==> config.mk <==
export PLATFORM = sky130hd
export DESIGN_NAME = tick_scheduler
export DESIGN_NICKNAME = d
export VERILOG_FILES = /design/src/rtl/tick_sched_pkg.sv /design/src/rtl/tick_channel.sv /design/src/rtl/tick_scheduler.sv
export SDC_FILE = /design/constraint.sdc
export NUM_CORES = 1
export LEC_CHECK = 0
export ABC_AREA = 1
export CAP_MARGIN = 20
export CORE_AREA = 2 2 94 96
export CTS_CLUSTER_DIAMETER = 50
export CTS_CLUSTER_SIZE = 10
export DETAILED_ROUTE_END_ITERATION = 12
export DIE_AREA = 0 0 96 98
export PLACE_DENSITY = 0.71
export SKIP_LAST_GASP = 1
export SYNTH_ARGS = -nofsm -noshare
export SYNTH_HDL_FRONTEND = slang
export SYNTH_SLANG_ARGS = --single-unit
==> constraint.sdc <==
create_clock -name clk -period 3.5 [get_ports clk]
set_input_delay 0.7 -clock clk [delete_from_list [all_inputs] [get_ports clk]]
set_output_delay 0.7 -clock clk [all_outputs]
set_load 0.01 [all_outputs]
==> src/rtl/tick_sched_pkg.sv <==
// Shared constants for the tick scheduler: FSM state codes and field widths.
package tick_sched_pkg;

  localparam int unsigned SEL_W    = 5;
  localparam int unsigned CH_IDX_W = 3;

  localparam logic [1:0] ST_RUN    = 2'b00;
  localparam logic [1:0] ST_PAUSED = 2'b01;
  localparam logic [1:0] ST_STEP   = 2'b10;

endpackage

==> src/rtl/tick_channel.sv <==
// One tick channel: selects a divider bit, detects its rising edge and registers the strobe.
// With TICK_ACK_EN defined the strobe becomes a request held until acknowledged.
module tick_channel
  import tick_sched_pkg::*;
#(
  parameter logic [SEL_W-1:0] DEFAULT_SEL = 5'd1
) (
  input  logic             clk,
  input  logic             rst,
  input  logic [31:0]      div_res_i,
  input  logic             cfg_wr_i,
  input  logic [SEL_W-1:0] cfg_sel_i,
  input  logic             cfg_en_i,
  input  logic             gate_i,
`ifdef TICK_ACK_EN
  input  logic             tick_ack_i,
  output logic             overrun_o,
`endif
  output logic             en_o,
  output logic             done_o,
  output logic             tick_o
);

  logic [SEL_W-1:0] sel_q;
  logic             en_q;
  logic             prev_q;
  logic             tick_q;
  logic             cur_bit;
  logic             edge_det;
  logic             fire;

  assign cur_bit  = div_res_i[sel_q];
  assign edge_det = en_q & ~prev_q & cur_bit;
  // A channel being rewritten never fires in the write cycle.
  assign fire     = edge_det & gate_i & ~cfg_wr_i;

  always_ff @(posedge clk) begin
    if (rst) begin
      sel_q  <= DEFAULT_SEL;
      en_q   <= 1'b0;
      prev_q <= 1'b1;
    end else begin
      // Seed prev from the new bit so the index switch itself is not seen as an edge.
      prev_q <= cfg_wr_i ? div_res_i[cfg_sel_i] : cur_bit;
      if (cfg_wr_i) begin
        sel_q <= cfg_sel_i;
        en_q  <= cfg_en_i;
      end
    end
  end

`ifdef TICK_ACK_EN
  logic overrun_q;

  always_ff @(posedge clk) begin
    if (rst) begin
      tick_q    <= 1'b0;
      overrun_q <= 1'b0;
    end else begin
      tick_q <= fire | (tick_q & ~tick_ack_i);
      if (cfg_wr_i) begin
        overrun_q <= 1'b0;
      end else if (fire && tick_q && !tick_ack_i) begin
        overrun_q <= 1'b1;
      end
    end
  end

  assign overrun_o = overrun_q;
  assign done_o    = tick_q & tick_ack_i;
`else
  always_ff @(posedge clk) begin
    if (rst) begin
      tick_q <= 1'b0;
    end else begin
      tick_q <= fire;
    end
  end

  assign done_o = fire;
`endif

  assign en_o   = en_q;
  assign tick_o = tick_q;

endmodule

==> src/rtl/tick_scheduler.sv <==
// Tick scheduler: NUM_CH edge-strobe channels sharing one divider count, gated by RUN/PAUSED/STEP.
// Optional TICK_ACK_EN turns strobes into acknowledged level requests with sticky overrun flags.
module tick_scheduler
  import tick_sched_pkg::*;
#(
  parameter int unsigned      NUM_CH      = 4,
  parameter logic [SEL_W-1:0] DEFAULT_SEL = 5'd1
) (
  input  logic                clk,
  input  logic                rst,
  input  logic [31:0]         div_res,
  input  logic                cfg_we,
  input  logic [CH_IDX_W-1:0] cfg_ch,
  input  logic [SEL_W-1:0]    cfg_sel,
  input  logic                cfg_en,
  input  logic                pause_req,
  input  logic                resume_req,
  input  logic                step_req,
`ifdef TICK_ACK_EN
  input  logic [NUM_CH-1:0]   tick_ack,
  output logic [NUM_CH-1:0]   overrun_o,
`endif
  output logic [NUM_CH-1:0]   tick_o,
  output logic [1:0]          state_o
);

  logic [1:0]        state_q, state_d;
  logic [NUM_CH-1:0] step_done_q, step_done_d;
  logic [NUM_CH-1:0] gate;
  logic [NUM_CH-1:0] cfg_wr;
  logic [NUM_CH-1:0] ch_en;
  logic [NUM_CH-1:0] ch_done;
  logic              step_complete;

  // Disabled channels count as done, so an empty step ends immediately.
  assign step_complete = &(step_done_q | ~ch_en);

  always_comb begin
    case (state_q)
      ST_RUN:  gate = '1;
      ST_STEP: gate = ~step_done_q;
      default: gate = '0;
    endcase
  end

  always_comb begin
    state_d     = state_q;
    step_done_d = step_done_q | ch_done;
    case (state_q)
      ST_RUN: begin
        if (pause_req) begin
          state_d = ST_PAUSED;
        end
      end
      ST_PAUSED: begin
        if (resume_req) begin
          state_d = ST_RUN;
        end else if (step_req) begin
          state_d     = ST_STEP;
          step_done_d = '0;
        end
      end
      ST_STEP: begin
        if (resume_req) begin
          state_d = ST_RUN;
        end else if (pause_req || step_complete) begin
          state_d = ST_PAUSED;
        end
      end
      default: state_d = ST_RUN;
    endcase
  end

  always_ff @(posedge clk) begin
    if (rst) begin
      state_q     <= ST_RUN;
      step_done_q <= '0;
    end else begin
      state_q     <= state_d;
      step_done_q <= step_done_d;
    end
  end

  for (genvar i = 0; i < NUM_CH; i++) begin : g_ch
    assign cfg_wr[i] = cfg_we && (cfg_ch == CH_IDX_W'(i));

    tick_channel #(
      .DEFAULT_SEL (DEFAULT_SEL)
    ) u_ch (
      .clk        (clk),
      .rst        (rst),
      .div_res_i  (div_res),
      .cfg_wr_i   (cfg_wr[i]),
      .cfg_sel_i  (cfg_sel),
      .cfg_en_i   (cfg_en),
      .gate_i     (gate[i]),
`ifdef TICK_ACK_EN
      .tick_ack_i (tick_ack[i]),
      .overrun_o  (overrun_o[i]),
`endif
      .en_o       (ch_en[i]),
      .done_o     (ch_done[i]),
      .tick_o     (tick_o[i])
    );
  end

  assign state_o = state_q;

endmodule
# == Yosys cells after proc, flatten, opt, wreduce, memory -nomap -nowiden ==
# Index checks and enable logic that the tools add are counted.
# classes
shift,0
n_div,0
n_reduce_logical,9
magnitude_cmp,5
n_addsub,0
n_eq_ne,8
multipliers,0
muxes,24
n_bitwise,28
# ops
operator,count
$lt 5x6->1 const B,5
$bmux 1 s5,5
$and 1x1->1,16
$mux 4,3
$mux 2,5
$mux 1,9
$not 1->1,8
$not 4->4,2
$or 4x4->4,2
$pmux 4 s2,1
$eq 3x2->1 const B,2
$ne 3x3->1 const B,2
$pmux 2 s3,1
$logic_and 1x1->1,4
$reduce_and 4->1,1
$eq 3x1->1 const B,1
$logic_not 3->1,1
$reduce_and 3->1,1
$eq 2x1->1 const B,1
$eq 2x2->1 const B,1
$logic_not 2->1,1
$ne 2x2->1 const B,1
$logic_or 1x1->1,1
# totals
input_bits,47
word_cells,92
memories,0
romBits,0
ff_bits,38
ramBits,0
latchBits,0

# == Logic depth before layout (Yosys ltp) ==
# Gate-level depths: netlist of the first run.
# depth
ltp_word,9
mapped_depth,13

# == Hierarchy ==
# From an unflattened synthesis of the first run, not the netlist that was laid out.
# hier_totals
hier_cells,894
hier_area_um2,4548.1
# by_module_without_submodules
module,area_per_inst_um2,cells_each,seq_area_each_um2,n_inst
tick_channel,1051.0,209,160.2,4
tick_scheduler,344.1,58,120.1,1

# == Worst setup path before layout of the first run ==
# OpenSTA, ideal clock, no wires.
# synth_timing
path_type,input -> register
from,input port cfg_sel[0]
to,register g_ch[1].u_ch.prev_q
stages,8
arrival_ns,1.570
n_path_buf,2
setup_ns,0.113
path_slack_ns,1.817
t_required_ns,3.387
cell_sequence,buf_6 buf_6 o21ai_1 nor2_1 o31ai_2 nand3_2 nand3_1 nand2_1
# synth_via
elab_chain_len,3
# synth_lines
element,line_no,text
from (decl),tick_scheduler.sv:14,"input logic [SEL_W-1:0] cfg_sel,"
$bmux 1 s5,tick_channel.sv:44,prev_q <= cfg_wr_i ? div_res_i[cfg_sel_i] : cur_bit;
$mux 1 (not written as such),tick_channel.sv:44,
$mux 1,tick_channel.sv:44,
to (signal assigned),tick_channel.sv:44,
to (decl),tick_channel.sv:26,logic prev_q;
# No other way between the ends. The select of a mux whose other input is x is not followed.
# A chain may end at the register's enable or synchronous reset.

# == Worst setup path in the final report of the first run ==
# Same ends and word-level chain as after synthesis.

==> results_dict.tcl, run 1 <==
set metrics [dict create \
    vias_per_cell 5.53 \
    avgSynthCellArea_um2 5.81 \
    gr-usage-all-layers 0.257 \
    pin_count 53 \
    synth-seq-cells 38 \
    die_h_um 98 \
    fin_cells 697 \
    worst_pin_slew_ns 0.759 \
    clk_pin_slew_ns 0.08 \
    leakage_nw 1.64 \
    core_area_um2 8470 \
    cap_violations 0 \
    clock_path_buffers 2 \
    post_cts.repair.setup_buffers 0 \
    finalSetupViolations 0 \
    rsz0062_at_grt "no" \
    drive_gt1_frac 0.0798 \
    clock_sinks 38 \
    finalMaxSlewViolations 0 \
    crit_cells 10 \
    ant_nets 0 \
    cp_num_buf_inv 2 \
    ys_seq_area_frac 0.235 \
    num_rows 34 \
    worstPathArrival_ns 2.54 \
    path_cells "clkdlybuf4s50_1 -> inv_6 -> nand2_1 -> nand3_1 -> nand3_1 -> nand2_1 -> a21oi_1 -> nand2_2 -> nand3_1 -> nand2_1" \
    crit_required_ns 3.70 \
    worstSetupEndpointType "flop" \
    dpl.hpwl_mm 8.13 \
    num-nets-final 635 \
    drc 0 \
    grt_first_pass_wirelength_mm 18.4 \
    die-area_um2 9410 \
    syn-cell-area_um2 3240 \
    totalWireLength_mm 11.6 \
    holdBufCountCts 0 \
    post-route-period-util 0.670 \
    wire_per_inst_um 16.7 \
    fin_skew_ns 0.00322 \
    cts-buffers-inserted 5 \
    portBuffers 52 \
    slowest_delay_ns 0.93 \
    hold_path_depth 2 \
    cts-root-buf "clkbuf_8" \
    cp-start-kind "input pin" \
    drtIter0Drc 297 \
    grt_max_degree 23 \
    placed_cells 689 \
    num_antenna_cells 0 \
    multi_input_area_um2 2020 \
    crit_fanout 19 \
    fin_area_um2 3770 \
    placed_cell_area_um2 3650 \
    finish.utilization 0.445 \
    vias 3851 \
    insertion_delay_ns 0.30 \
    grt-ovfl-total 0 \
    final_cell_mix "nand2_1 (217), nand3_1 (114), clkdlybuf4s50_1 (52)" \
    slowest_stage "clkdlybuf4s50_1" \
    status "finished clean" \
    syn_inst 558 \
    first_pass_iters 6 \
    setup_tns_ns 0 \
    final_common_cell "nand2_1" \
    crit_family "buffers and inverters" \
    cts_tree "yes" \
    cts-resized-gates 0 \
    max_freq_mhz 426 \
    die_x_um 96 \
    initial_core_util 0.383 \
    slew_headroom 0.494 \
    ys_types 30 \
    hold_viol_final 0 \
    nFillCells 911 \
    regArea_um2 761 \
    period_needed_ns 2.34 \
    postSynthNetCount 605 \
    areaGrowthSynthToFinish_pct 16.2 \
    gp_congestion 0.959 \
    vdd_ir_drop_max_uv 169 \
    timing.hold.ws_ns 0.469 \
    grt_pass1_vias 3579 \
    power_density_nw_per_um2 311 \
    worstSetupPathType "input pin to flop" \
    holdCritPathClass "flop to flop" \
    htreeDepth 2 \
    ys_warn_count 0 \
    reg2regPathDepth 11 \
    antenna_found_initial 0 \
]
final cells by class:
class	count	area share
Clock buffer	5	0.0183
Sequential cell	38	0.202
Tap cell	108	0.0359
Clock inverter	3	0.0120
Timing Repair Buffer	55	0.144
Inverter	43	0.0515
Multi-Input combinational cell	445	0.536
per-stage QoR:
step	power, W	setup slack, ns
after floorplan	0.000661	1.82
after global placement	0.000786	0.894
after detailed placement	0.000790	0.855
after CTS	0.00117	1.17
after global routing	0.00123	0.988
final	0.00117	1.16
path summary, 6_finish.rpt:
check	from	endpoint	slack [ns]
max	cfg_sel[0]	g_ch[1].u_ch.prev_q	1.16
min	g_ch[0].u_ch.en_o	g_ch[0].u_ch.en_o	0.47
min reg2reg	g_ch[0].u_ch.en_o	g_ch[0].u_ch.en_o	0.47
max reg2reg	g_ch[0].u_ch.sel_q[0]	g_ch[0].u_ch.prev_q	1.69
state kept, by name, indices dropped and copies added (netlist names):
name              cells
g_ch.u_ch.tick_o      4
g_ch.u_ch.en_o        4
g_ch.u_ch.prev_q      4
g_ch.u_ch.sel_q      20
state_o               2
step_done_q           4
synth_stat cells:
master | count | share of area
inv_1 | 34 | 0.039
buf_6 | 14 | 0.049
nor3_1 | 2 | 0.0031
clkbuf_1 | 6 | 0.0069
o21ai_1 | 2 | 0.0031
a31oi_1 | 1 | 0.0019
a2111oi_0 | 3 | 0.0081
a21oi_1 | 27 | 0.042
buf_4 | 5 | 0.012
or2_2 | 2 | 0.0039
nand3_2 | 1 | 0.0031
nand2_2 | 15 | 0.029
dfxtp_1 | 38 | 0.23
nor4_1 | 1 | 0.0019
buf_12 | 1 | 0.0062
buf_2 | 6 | 0.0093
o21ai_0 | 21 | 0.032
inv_2 | 4 | 0.0046
o211ai_1 | 3 | 0.0069
inv_6 | 2 | 0.0054
o31ai_1 | 1 | 0.0023
o31ai_2 | 3 | 0.012
nor2_2 | 2 | 0.0039
nand4_1 | 1 | 0.0019
nand2_1 | 217 | 0.25
a21oi_2 | 4 | 0.011
inv_8 | 3 | 0.010
nand3_1 | 114 | 0.18
o2111ai_1 | 1 | 0.0027
nor2_1 | 24 | 0.028
power by group:
part           switching [W]  internal (W)
clock network       0.000174      0.000212
registers          0.0000243      0.000448
logic               0.000189      0.000125
kinds of logic after synthesis:
| kind of cell | count (synthesis) | synth area share |
|---|---|---|
| AND/OR/NAND/NOR | 379 | 0.502 |
| buffers and inverters | 75 | 0.142 |
| AO/OA/AOI/OAI | 66 | 0.122 |
| flip-flops | 38 | 0.235 |
metal layers:
| metal | global-route usage | vias to the layer above | wire (um) |
|---|---|---|---|
| met3 | 0.0548 | 47 | 896 |
| met1 | 0.332 | 1765 | 4840 |
| li1 | - | 1878 | - |
| met4 | 0.126 | 0 | 574 |
| met2 | 0.403 | 161 | 5320 |
| met5 | 0 | - | 0 |
worst min-delay path, stage by stage (launching register included):
cell,delay [ns]
dfxtp_1,0.32
inv_1,0.06
a21oi_1,0.05
Power figures use the tool's default switching activity.
==> inputs of run 2 (changes only) <==
clock period = 2.4 ns   (was 3.5 ns; I/O delays follow)
==> run 2 against run 1 <==
- flip-flop and latch count did not move
- total power up 57%
- utilization is 0.81 points higher
- via count is 0.57% lower
- register-to-register slack got worse by 1.0 ns
- first-iteration DRC count increased by 9.1%
- design area is 1.8% higher
- count of clock-buffer cells in the layout grew 1
- sequential power increased by 46%
==> results_dict.tcl, run 2 (synthesis gave the netlist of run 1 again) <==
set metrics [dict create \
    worstSetupEndpointType "primary output" \
    dpl.hpwl_mm 8.08 \
    setup_tns_ns 0 \
    worstSetupEndpoint "state_o[0]" \
    timing.hold.ws_ns 0.481 \
    swShare 0.302 \
    areaGrowthSynthToFinish_pct 18.3 \
    cts-resized-gates 0 \
    worstSetupPathType "flop to primary output" \
    power_density_nw_per_um2 480 \
    top_register "g_ch.u_ch.sel_q" \
    p_switching_w 0.000556 \
    cp_num_buf_inv 1 \
    antenna_found_initial 0 \
    holdBufCountCts 0 \
    cts-buffers-inserted 5 \
    period_needed_ns 1.91 \
    gp_congestion 0.970 \
    reg2regPathDepth 11 \
    placed_cell_area_um2 3690 \
    post_cts.repair.setup_buffers 0 \
    portBuffers 52 \
    slew_headroom 0.523 \
    crit_family "buffers and inverters" \
    leakage_nw 1.69 \
    slowest_delay_ns 0.61 \
    rr_endpoint "step_done_q[1]" \
    drive_gt1_frac 0.0875 \
    clock_sinks 38 \
    die_x_um 96 \
    finish.utilization 0.453 \
    worstPathArrival_ns 1.43 \
    crit_cells 1 \
    core_area_um2 8470 \
    pwr-share-comb 0.251 \
    num_rows 34 \
    vdd_ir_drop_max_uv 300 \
    p_clk_frac 0.374 \
    die-area_um2 9410 \
    crit_start "state_o[0]" \
    first_pass_iters 5 \
    die_h_um 98 \
    finalMaxSlewViolations 0 \
    worst_pin_slew_ns 0.714 \
    holdCritPathClass "flop to flop" \
    crit_fanout 10 \
    finalSetupViolations 0 \
    cts_tree "yes" \
    vias 3829 \
    vias_per_cell 5.45 \
    pin_count 53 \
    status "finished clean" \
    num-nets-final 640 \
    p_total_w 0.00184 \
    wire_per_inst_um 16.5 \
    crit-reg2reg-launch "g_ch[1].u_ch.sel_q[0]" \
    path_cells "clkdlybuf4s50_1" \
    clock_path_buffers 2 \
    cp-start-kind "flop" \
    grt_first_pass_wirelength_mm 18.0 \
    post-route-period-util 0.796 \
    final_cell_mix "nand2_1 (217), nand3_1 (114), clkdlybuf4s50_1 (52)" \
    grt-ovfl-total 0 \
    totalWireLength_mm 11.6 \
    drc 0 \
    slowest_stage "clkdlybuf4s50_1" \
    grt_pass1_vias 3435 \
    fin_skew_ns 0.00557 \
    insertion_delay_ns 0.29 \
    power_frac_seq 0.374 \
    initial_core_util 0.383 \
    largest_register_ffs 20 \
    gr-usage-all-layers 0.250 \
    intPower_w 0.00128 \
    max_freq_mhz 523 \
    htreeDepth 2 \
    cap_violations 0 \
    grt_max_degree 19 \
    clk_pin_slew_ns 0.08 \
    fin_area_um2 3840 \
    rsz0062_at_grt "no" \
    ant_nets 0 \
    ff2ff_setup_slack_ns 0.65 \
    drtIter0Drc 324 \
    final_common_cell "nand2_1" \
    cts-root-buf "clkbuf_8" \
    hold_viol_final 0 \
    crit_required_ns 1.92 \
]
run 2: cell count changes in the layout (fill, tap and decap cells not counted):
| cell | change |
|---|---|
| clkinvlp_4 | -2 |
| diode_2 | +1 |
| bufinv_16 | +1 |
| clkbuf_8 | +1 |
| buf_4 | +5 |
run 2: per-layer routing:
metal / GRT usage / vias to the layer above / part of all wire
met5: 0 / - / 0
met4: 0.103 / 0 / 0.038
met3: 0.0448 / 40 / 0.078
met2: 0.392 / 172 / 0.47
met1: 0.336 / 1734 / 0.42
li1: - / 1883 / -
run 2: area by class of cell:
type / count / area, um^2
Antenna cell: 1 / 2.50
Clock buffer: 6 / 82.6
Clock inverter: 2 / 60.1
Fill cell: 888 / 4630
Inverter: 43 / 194
Multi-Input combinational cell: 445 / 2020
Sequential cell: 38 / 761
Tap cell: 108 / 135
Timing Repair Buffer: 60 / 581
run 2: power by group through the flow:
stage	Sequential [W]	Combinational [W]	Clock [W]
3_3_place_gp	0.000702	0.000447	0
3_5_place_dp	0.000703	0.000452	0
6_report	0.000689	0.000462	0.000689
2_1_floorplan	0.000679	0.000285	0
5_1_grt	0.000693	0.000506	0.000731
4_1_cts	0.000688	0.000454	0.000698
run 2: how the worst min path moves through the flow:
stage	slack, ns	endpoint	from	cells after the start
finish	0.48	g_ch[0].u_ch.en_o	g_ch[0].u_ch.en_o	2
global route	0.48	g_ch[0].u_ch.en_o	g_ch[0].u_ch.en_o	2
CTS	0.48	g_ch[0].u_ch.en_o	g_ch[0].u_ch.en_o	2
detailed placement	0.46	g_ch[0].u_ch.en_o	g_ch[0].u_ch.en_o	2
global placement	0.46	g_ch[0].u_ch.en_o	g_ch[0].u_ch.en_o	2
floorplan	0.44	g_ch[0].u_ch.en_o	g_ch[0].u_ch.en_o	2
run 2: through the flow:
stage          worst slack (ns)  instances
6_report                  0.489        703
5_1_grt                   0.425        702
4_1_cts                   0.486        702
3_5_place_dp              0.291        694
3_3_place_gp              0.306        694
2_1_floorplan             0.937        558
